$ cat src/rtl/riscv_ctrl_pkg.sv
// Shared encodings for the multi-cycle RV32I controller: FSM states, ALU op
// classes, opcodes and every datapath select code.
package riscv_ctrl_pkg;

  typedef enum logic [3:0] {
    S_FETCH    = 4'd0,
    S_DECODE   = 4'd1,
    S_MEMADR   = 4'd2,
    S_MEMREAD  = 4'd3,
    S_MEMWB    = 4'd4,
    S_MEMWRITE = 4'd5,
    S_EXECR    = 4'd6,
    S_EXECI    = 4'd7,
    S_ALUWB    = 4'd8,
    S_JAL      = 4'd9,
    S_BEQ      = 4'd10
  } state_t;

  typedef enum logic [1:0] {
    ALUOP_ADD   = 2'b00,
    ALUOP_SUB   = 2'b01,
    ALUOP_FUNCT = 2'b10
  } aluop_t;

  localparam logic [6:0] OP_LOAD   = 7'b0000011;
  localparam logic [6:0] OP_STORE  = 7'b0100011;
  localparam logic [6:0] OP_RTYPE  = 7'b0110011;
  localparam logic [6:0] OP_ITYPE  = 7'b0010011;
  localparam logic [6:0] OP_JAL    = 7'b1101111;
  localparam logic [6:0] OP_BRANCH = 7'b1100011;

  localparam logic [1:0] RES_ALUOUT    = 2'b00;
  localparam logic [1:0] RES_DATA      = 2'b01;
  localparam logic [1:0] RES_ALURESULT = 2'b10;

  localparam logic [1:0] SRCA_PC    = 2'b00;
  localparam logic [1:0] SRCA_OLDPC = 2'b01;
  localparam logic [1:0] SRCA_A     = 2'b10;

  localparam logic [1:0] SRCB_B    = 2'b00;
  localparam logic [1:0] SRCB_IMM  = 2'b01;
  localparam logic [1:0] SRCB_FOUR = 2'b10;

  localparam logic [1:0] IMM_I = 2'b00;
  localparam logic [1:0] IMM_S = 2'b01;
  localparam logic [1:0] IMM_B = 2'b10;
  localparam logic [1:0] IMM_J = 2'b11;

  localparam logic [2:0] ALU_ADD = 3'b000;
  localparam logic [2:0] ALU_SUB = 3'b001;
  localparam logic [2:0] ALU_AND = 3'b010;
  localparam logic [2:0] ALU_OR  = 3'b011;
  localparam logic [2:0] ALU_SLT = 3'b101;

endpackage

$ cat src/rtl/multi_cycle_control_alu_decoder.sv
// ALU decoder: maps the FSM's aluop class plus funct fields to an ALU code.
// Purely combinational, no flow control.
module alu_decoder
  import riscv_ctrl_pkg::*;
(
  input  logic [1:0] aluop,
  input  logic [2:0] funct3,
  input  logic       op5,
  input  logic       funct7b5,
  output logic [2:0] alu_control
);

  always_comb begin
    alu_control = ALU_ADD;
    case (aluop)
      ALUOP_ADD: alu_control = ALU_ADD;
      ALUOP_SUB: alu_control = ALU_SUB;
      ALUOP_FUNCT: begin
        case (funct3)
          // only R-type (op5 set) with funct7b5 is sub; addi never is
          3'b000:  alu_control = (op5 & funct7b5) ? ALU_SUB : ALU_ADD;
          3'b010:  alu_control = ALU_SLT;
          3'b110:  alu_control = ALU_OR;
          3'b111:  alu_control = ALU_AND;
          default: alu_control = ALU_ADD;
        endcase
      end
      default: alu_control = ALU_ADD;
    endcase
  end

endmodule

$ cat src/rtl/multi_cycle_control.sv
// Moore FSM sequencing the multi-cycle RV32I datapath; 2-5 cycles per instruction.
// No backpressure; while rst is low all enables are held off and muxes show FETCH.
module multi_cycle_control
  import riscv_ctrl_pkg::*;
(
  input  logic       clk,
  input  logic       rst,
  input  logic [6:0] op,
  input  logic [2:0] funct3,
  input  logic       funct7b5,
  input  logic       zero,
  output logic       pc_write,
  output logic       adr_src,
  output logic       mem_write,
  output logic       ir_write,
  output logic       reg_write,
  output logic [1:0] result_src,
  output logic [1:0] alu_src_a,
  output logic [1:0] alu_src_b,
  output logic [1:0] imm_src,
  output logic [2:0] alu_control,
  output logic       illegal_op,
  output logic       instr_done
);

  state_t     state, state_nxt, cur;
  logic [1:0] aluop;
  logic       pc_update, branch;
  logic       mem_write_c, ir_write_c, reg_write_c, illegal_c, done_c;

  always_ff @(posedge clk) begin
    if (!rst) state <= S_FETCH;
    else      state <= state_nxt;
  end

  // In reset the decode sees FETCH so the muxes settle on fetch values.
  always_comb begin
    cur = rst ? state : S_FETCH;
  end

  always_comb begin
    state_nxt   = S_FETCH;
    adr_src     = 1'b0;
    mem_write_c = 1'b0;
    ir_write_c  = 1'b0;
    reg_write_c = 1'b0;
    result_src  = RES_ALUOUT;
    alu_src_a   = SRCA_PC;
    alu_src_b   = SRCB_B;
    aluop       = ALUOP_ADD;
    pc_update   = 1'b0;
    branch      = 1'b0;
    illegal_c   = 1'b0;
    done_c      = 1'b0;
    case (cur)
      S_FETCH: begin
        ir_write_c = 1'b1;
        alu_src_b  = SRCB_FOUR;
        result_src = RES_ALURESULT;
        pc_update  = 1'b1;
        state_nxt  = S_DECODE;
      end
      S_DECODE: begin
        alu_src_a = SRCA_OLDPC;
        alu_src_b = SRCB_IMM;
        case (op)
          OP_LOAD, OP_STORE: state_nxt = S_MEMADR;
          OP_RTYPE:          state_nxt = S_EXECR;
          OP_ITYPE:          state_nxt = S_EXECI;
          OP_JAL:            state_nxt = S_JAL;
          OP_BRANCH:         state_nxt = S_BEQ;
          default: begin
            illegal_c = 1'b1;
            state_nxt = S_FETCH;
          end
        endcase
      end
      S_MEMADR: begin
        alu_src_a = SRCA_A;
        alu_src_b = SRCB_IMM;
        state_nxt = (op == OP_STORE) ? S_MEMWRITE : S_MEMREAD;
      end
      S_MEMREAD: begin
        adr_src   = 1'b1;
        state_nxt = S_MEMWB;
      end
      S_MEMWB: begin
        result_src  = RES_DATA;
        reg_write_c = 1'b1;
        done_c      = 1'b1;
      end
      S_MEMWRITE: begin
        adr_src     = 1'b1;
        mem_write_c = 1'b1;
        done_c      = 1'b1;
      end
      S_EXECR: begin
        alu_src_a = SRCA_A;
        aluop     = ALUOP_FUNCT;
        state_nxt = S_ALUWB;
      end
      S_EXECI: begin
        alu_src_a = SRCA_A;
        alu_src_b = SRCB_IMM;
        aluop     = ALUOP_FUNCT;
        state_nxt = S_ALUWB;
      end
      S_ALUWB: begin
        reg_write_c = 1'b1;
        done_c      = 1'b1;
      end
      S_JAL: begin
        alu_src_a = SRCA_OLDPC;
        alu_src_b = SRCB_FOUR;
        pc_update = 1'b1;
        state_nxt = S_ALUWB;
      end
      S_BEQ: begin
        alu_src_a = SRCA_A;
        aluop     = ALUOP_SUB;
        branch    = 1'b1;
        done_c    = 1'b1;
      end
      default: state_nxt = S_FETCH;
    endcase
  end

  assign pc_write   = rst & (pc_update | (branch & zero));
  assign mem_write  = rst & mem_write_c;
  assign ir_write   = rst & ir_write_c;
  assign reg_write  = rst & reg_write_c;
  assign illegal_op = rst & illegal_c;
  assign instr_done = rst & done_c;

  always_comb begin
    case (op)
      OP_STORE:  imm_src = IMM_S;
      OP_BRANCH: imm_src = IMM_B;
      OP_JAL:    imm_src = IMM_J;
      default:   imm_src = IMM_I;
    endcase
  end

  alu_decoder u_alu_decoder (
    .aluop       (aluop),
    .funct3      (funct3),
    .op5         (op[5]),
    .funct7b5    (funct7b5),
    .alu_control (alu_control)
  );

endmodule

$ cat config.mk
export PLATFORM = sky130hd
export DESIGN_NAME = multi_cycle_control
export DESIGN_NICKNAME = d
export VERILOG_FILES = /design/src/rtl/riscv_ctrl_pkg.sv /design/src/rtl/multi_cycle_control_alu_decoder.sv /design/src/rtl/multi_cycle_control.sv
export SDC_FILE = /design/constraint.sdc
export NUM_CORES = 1
export LEC_CHECK = 0
export BUFFER_PORTS_ARGS = -buffer_cell sky130_fd_sc_hd__buf_2
export CORE_MARGIN = 1
export CORE_UTILIZATION = 47
export CTS_BUF_LIST = sky130_fd_sc_hd__clkbuf_4
export DETAILED_ROUTE_END_ITERATION = 7
export PLACE_DENSITY = 0.82
export SLEW_MARGIN = 15
export SYNTH_ARGS = -nofsm -noshare
export SYNTH_HDL_FRONTEND = slang
export SYNTH_SLANG_ARGS = --single-unit
$ cat constraint.sdc
create_clock -name clk -period 2.5 [get_ports clk]
set_clock_uncertainty 0.2 [all_clocks]
set_input_delay 0.625 -clock clk [delete_from_list [all_inputs] [get_ports clk]]
set_output_delay 0.625 -clock clk [all_outputs]
set_load 0.03 [all_outputs]
==> results.md, run 1 <==
* Hold_buf cts at 0
* Vias per Instance at 6.208
* Slowest stage delay, CP at 240 ps
* Post-synth cell types at 40
* Inst Count DP at 134
* FMAX at 0.3899 GHz
* First-pass GRT wire length at 3277 um
* Pin count of the biggest net entering global routing at 16
* Clock Latency Late Sink at 250 ps
* GPL Wtd Cong at 0.7935
* Area Overhead vs Synth at 60.39%
* Worst rel slew slack at 0.7500
* PortBufs at 31
* Metal1 wirelength at 943 um
* Clock slew at reported path FFs at 40 ps
* Routed Wire Length at 2450 um
* Post-place setup slack at -243.0 ps
* Die X-Extent at 39.03 um
* FP Rows at 12
* Commonest non-fill, non-tap cell in the layout: buf_2
* Worst Path Arrival at 1740 ps
* Largest reg by FF count: state
* Final TNS setup at -83.74 ps
* RSZ-0062 raised after global routing: true
* WL met3 at 151 um
* CP cell instances: buf_6 > nor3b_4 > and3_4 > inv_4 > ha_4 > a31oi_4 > a21oi_2 > buf_6
* Setup crit end kind: primary output
* Worst setup path category: in2out
* Synth Net Count at 102
* Vias in the first global route at 781
* Largest register FFs at 4
* Final setup vio count at 3
* Power density cells at 252.3 nW/um^2
* CTS HTree Levels at 1
* Violations in the final reports: negative setup slack
* Yosys warnings at 0
* DIE AREA at 1523 um^2
* Clock Sinks at 4
* Class of the tightest hold or removal check: reg2reg
* Final WS setup at -64.96 ps
* Starting Density at 0.5432
* Top Ports at 32
* Initial antenna violation count at 0
* Outcome: finished, violations left
* CTS tree: done
* Biggest regs: state (4)
* FF+latch count, synth at 4
* Peak supply drop at 0.0002380 V
* DRC at 0
* CP startpoint kind: primary input
* All-Layer GR Usage at 0.3246
* Filler cells at 69
* Seq/Total Area, Yosys at 0.1243
* Worst path slowest cell: and3_4
* # diodes at 0
* Crit-path leading delay family: simple AND/OR/NAND/NOR gates
* Required time of the critical path at 1670 ps
* Antenna viol nets, final at 0
* Post-DP HPWL at 1264 um
* Footprint of the multi-input gates at 580.6 um^2
* Max-capacitance violation count at 0
* CTS buffer count at 3
* Nets at 148
* Leakage at 0.0004650 uW
* Mean post-synth cell area at 7.493 um^2
* Crit path top cell by count: buf_6
* Final core utilization at 0.8713
* Reg area at 80.08 um^2
* Share of layout cells above drive strength 1 at 0.5231
* Overflow after GRT at 0
* Hold Fails Final Rpt at 0
* CORE AREA at 1186 um^2
* Iter 0 DRT Violations at 22
* Fin. max-slew vios at 0
* Period Utilization, post-route at 1.026
* Met2 wire len at 1227 um
* Drt pass-1 iters at 4
* Non-filler cells, final at 144
* Cells after Synth at 86
* Root buffer cell: clkbuf_4
* Die Y at 39.03 um
* Fin crit period at 2565 ps
* Max Root-Sink Buffers at 2
* DR WL/cell at 17.01 um
* Crit path buffers/inverters at 3
* Mapped Area at 644.4 um^2
* Worst-Margin Slew at 373.0 ps
* Commonest non-fill, non-tap cells in the layout: 27 x buf_2, 13 x buf_4, 7 x buf_6
* Uppermost routed layer: met4
* CP Max Fanout at 4
* Vias post-DR at 894
where the power goes:
part	switching, uW	internal (uW)	total (uW)
combinational	58.1	43.8	102
sequential	2.15	65.6	67.7
clock	36.7	54.4	91.1
per-layer routing:
layer  up-vias  global-route usage
li1        402                   -
met1       408              0.2979
met2        70              0.6292
met3        14             0.07514
met4         0              0.1897
met5         -                   0
synthesized netlist by cell type, drive strengths merged:
cell type	number	area share
or2	1	0.0097
nor2b	3	0.029
nor3	6	0.054
nand4b	1	0.014
nand3	1	0.0078
and4b	1	0.016
a211oi	1	0.019
and3b	1	0.014
xnor2	3	0.041
o21a	1	0.012
nor2	8	0.047
o41ai	2	0.050
nand4	3	0.029
nand2b	3	0.029
buf	6	0.070
and4bb	1	0.025
o211ai	1	0.012
or3	1	0.0097
and2	2	0.019
o21bai	1	0.012
nor3b	4	0.054
o2bb2ai	1	0.014
nand2	3	0.017
nand3b	1	0.012
o2111ai	2	0.027
a22oi	2	0.023
a21oi	6	0.047
a31oi	1	0.0097
xor2	1	0.014
a21boi	1	0.012
o31ai	1	0.012
ha	2	0.039
inv	5	0.029
dfxtp	4	0.12
and3	5	0.049
path summary, 6_finish.rpt:
path	startpoint	to	slack (ps)	cells past startpoint
max reg2reg	state[2]	state[1]	860	6
min reg2reg	state[3]	state[1]	490	2
max	rst	alu_control[0]	-60	8
min	state[3]	state[1]	490	2
area by class of cell:
type | instances | area share
well taps | 14 | 0.01695
flip-flops and latches | 4 | 0.07748
inverters | 5 | 0.02058
clock buffers | 3 | 0.02179
repair buffers | 47 | 0.3015
multi-input cells | 71 | 0.5617
worst min-delay path, stage by stage (launching register included):
cell	delay, ps
dfxtp_1	320
buf_4	200
a21oi_1	120
stage by stage:
step	instance area (um^2)	hold WS, ps	power, uW
global route	1033	503.0	268.6
CTS	983.4	442.7	244.2
floorplan	650.6	367.8	121.6
detailed placement	845.8	404.9	154.6
global placement	845.8	406.5	152.5
finish	1033	488.0	260.7
repair_timing:
| item | in CTS | in global routing |
|---|---|---|
| resized for setup | 20 | 6 |
| endpoints found under the setup margin | 3 | 3 |
| pin swaps | 5 | 4 |
| setup buffers | 4 | 3 |
logic make-up after synthesis:
| kind of cell | after synthesis | synth area share |
|---|---|---|
| flops | 4 | 0.1243 |
| simple gates | 45 | 0.4350 |
| buf+inv | 11 | 0.09901 |
| xor+xnor | 4 | 0.05438 |
| compound gates | 20 | 0.2486 |
| fa+ha+maj | 2 | 0.03883 |
No activity file was read; power rests on OpenSTA's default activity.
==> inputs of run 2 (changes only) <==
--- a/config.mk
+++ b/config.mk
@@ -7,8 +7,9 @@
 export LEC_CHECK = 0
+export ABC_AREA = 1
 export BUFFER_PORTS_ARGS = -buffer_cell sky130_fd_sc_hd__buf_2
-export CORE_MARGIN = 1
-export CORE_UTILIZATION = 47
+export CORE_AREA = 2 2 39 41
 export CTS_BUF_LIST = sky130_fd_sc_hd__clkbuf_4
 export DETAILED_ROUTE_END_ITERATION = 7
-export PLACE_DENSITY = 0.82
+export DIE_AREA = 0 0 41 43
+export PLACE_DENSITY = 0.74
 export SLEW_MARGIN = 15
==> constraint.sdc (replaced) <==
create_clock -name clk -period 2.5 [get_ports clk]
set_clock_uncertainty 0.2 [all_clocks]
set_input_delay 0.25 -clock clk [delete_from_list [all_inputs] [get_ports clk]]
set_output_delay 0.25 -clock clk [all_outputs]
set_load 0.03 [all_outputs]
==> results.md, run 2 <==
* Non-filler cells, final at 143
* Area Overhead vs Synth at 39.18%
* Drt pass-1 iters at 4
* Final setup vio count at 0
* CP Max Fanout at 6
* XOR/XNOR share of the synthesized area at 0
* CP startpoint kind: flop
* DR WL/cell at 8.790 um
* # diodes at 0
* Reg power frac at 0.311
* Antenna viol nets, final at 0
* Die X-Extent at 41 um
* FMAX at 0.4284 GHz
* Crit path buffers/inverters at 3
* Biggest regs: state (4)
* Largest register FFs at 4
* Overflow after GRT at 0
* Clock Latency Late Sink at 240 ps
* Commonest non-fill, non-tap cells in the layout: 31 x buf_2, 21 x nand2_1, 17 x nor2_1
* Yosys warnings at 0
* Internal power at 141.7 uW
* Post-synth EDFFs at 0
* Synth Area in Compound Gates at 0.09856
* Synth Net Count at 109
* PortBufs at 31
* Pin count of the biggest net entering global routing at 7
* Post-place setup slack at 397.6 ps
* Commonest non-fill, non-tap cell in the layout: buf_2
* CTS buffer count at 3
* Period Utilization, post-route at 0.9337
* Post-synth cell types at 17
* Share of layout cells above drive strength 1 at 0.3937
* CTS tree: done
* Vias post-DR at 678
* Vias per Instance at 4.741
* Fin crit period at 2334 ps
* Setup crit end kind: primary output
* Nets at 145
* Sw frac at 0.3400
* Crit path top cell by count: inv_2
* Adder-cell area share of the yosys netlist at 0.04808
* Class of the tightest hold or removal check: in2reg
* Setup Fix Bufs, Post-CTS at 0
* Final TNS setup at 0 ps
* Top Ports at 32
* Top FF cell, synth: dfxtp_1
* Inst Count DP at 140
* Worst rel slew slack at 0.8083
* Post-DP HPWL at 1108 um
* Synth top area cells: dfxtp_1 15%, nand2_1 15%, nor2_1 12%
* Starting Density at 0.3761
* Commonest cells post-synth: 21 x nand2_1, 17 x nor2_1, 15 x inv_1
* Max Root-Sink Buffers at 2
* Clock power frac at 0.381
* Peak supply drop at 0.0002569 V
* DRC at 0
* Multiplexer area fraction after synthesis at 0
* Fin. max-slew vios at 0
* Top cell type's share of synthesized area at 0.1538
* Mapped Area at 520.5 um^2
* CORE AREA at 1384 um^2
* Synth Area in Simple Gates at 0.5553
* Switching power of the nets at 72.96 uW
* First-pass GRT wire length at 2049 um
* Final core utilization at 0.5235
* Post-CTS sizing at 0
* Async S/R FF share, synth at 0
* RSZ-0062 raised after global routing: false
* Top-count cell post-synth: nand2_1
* Vias in the first global route at 543
* GPL Wtd Cong at 0.8344
* Seq/Total Area, Yosys at 0.1538
* Die Y at 43 um
* Final WS setup at 165.7 ps
* Outcome: finished clean
* Slowest stage delay, CP at 360 ps
* Routed Wire Length at 1257 um
* Crit-path leading delay family: simple AND/OR/NAND/NOR gates
* Iter 0 DRT Violations at 14
* Power density cells at 296.3 nW/um^2
* Filler cells at 145
* Clock slew at reported path FFs at 40 ps
* Main combinational cell family by area after synthesis: simple AND/OR/NAND/NOR gates
* Worst Path Arrival at 1880 ps
* FF+latch count, synth at 4
* Initial antenna violation count at 0
* Root buffer cell: clkbuf_4
* Clock Sinks at 4
* Cells after Synth at 93
* CTS HTree Levels at 1
* DIE AREA at 1763 um^2
* Largest area contributor in the netlist: dfxtp_1
* Mean post-synth cell area at 5.597 um^2
* CP cell instances: nand2_1 > nor2_1 > inv_2 > nor2_4 > inv_2 > ha_1 > nor4_2 > buf_2
* Hold_ws at 110.3 ps
* Leakage at 0.0004239 uW
* Max-capacitance violation count at 0
* Hold Fails Final Rpt at 0
* Combinational group share of total power at 0.308
* All-Layer GR Usage at 0.1638
* Worst path slowest cell: dfxtp_1
* FP Rows at 14
* Hold_buf cts at 0
* Worst-Margin Slew at 284.6 ps
* Required time of the critical path at 2050 ps
* Worst setup path category: reg2out
* Largest reg by FF count: state
[run 2: cell types whose count changed in the layout (fill, tap and decap cells not counted), sizes merged, moves of 5 or more]
cell,delta
buf,-16
and3,-5
nor3,-6
nand2,+23
o21ai,+5
nand3,+5
nor2,+13
inv,+15
[run 2: worst paths after layout]
kind	startpoint	endpoint	slack [ps]	cells past startpoint
max	state[2]	alu_control[2]	170	8
min	op[4]	state[2]	110	3
max reg2reg	state[1]	state[1]	1210	6
min reg2reg	state[0]	state[0]	410	3
[run 2: per-layer routing]
layer,global-route usage,up-vias,routed length (um)
met3,0,2,54
met1,0.2000,299,538
met5,0,-,0
met4,0.06000,0,19
li1,-,359,-
met2,0.2875,18,645
[run 2: cell type report]
type / count / area [um^2] / share of cell area
clock buffers: 3 / 22.52 / 0.03109
inverters: 20 / 75.07 / 0.1036
multi-input cells: 69 / 371.6 / 0.5130
flip-flops and latches: 4 / 80.08 / 0.1105
well taps: 16 / 20.02 / 0.02763
repair buffers: 31 / 155.1 / 0.2142
[run 2: logic make-up (layout without fill, tap and decap cells)]
| logic type | Yosys count | in the layout |
|---|---|---|
| adders and majority gates | 2 | 2 |
| buffers and inverters | 20 | 54 |
| and+or+nand+nor | 57 | 57 |
| AOI/OAI and AO/OA | 10 | 10 |
| DFF | 4 | 4 |
[run 2: metrics by stage]
stage / instance area (um^2) / total power [uW]
2_1_floorplan: 526.8 / 109.9
3_3_place_gp: 701.9 / 133.1
3_5_place_dp: 701.9 / 134.2
4_1_cts: 724.4 / 215.5
5_1_grt: 724.4 / 224.4
6_report: 724.4 / 214.6
[run 2: worst min-delay path: stages]
cell	delay, ps
buf_2	100
nand4_1	90
nand3_1	70
[run 2: power groups by stage]
| stage | Clock, uW | Combinational [uW] | Sequential (uW) |
|---|---|---|---|
| 3_5_place_dp | 0 | 66.4 | 67.9 |
| 6_report | 81.7 | 66.1 | 66.9 |
| 2_1_floorplan | 0 | 42.2 | 67.7 |
| 5_1_grt | 85.0 | 72.4 | 67.0 |
| 3_3_place_gp | 0 | 65.2 | 67.9 |
| 4_1_cts | 82.1 | 66.5 | 66.9 |
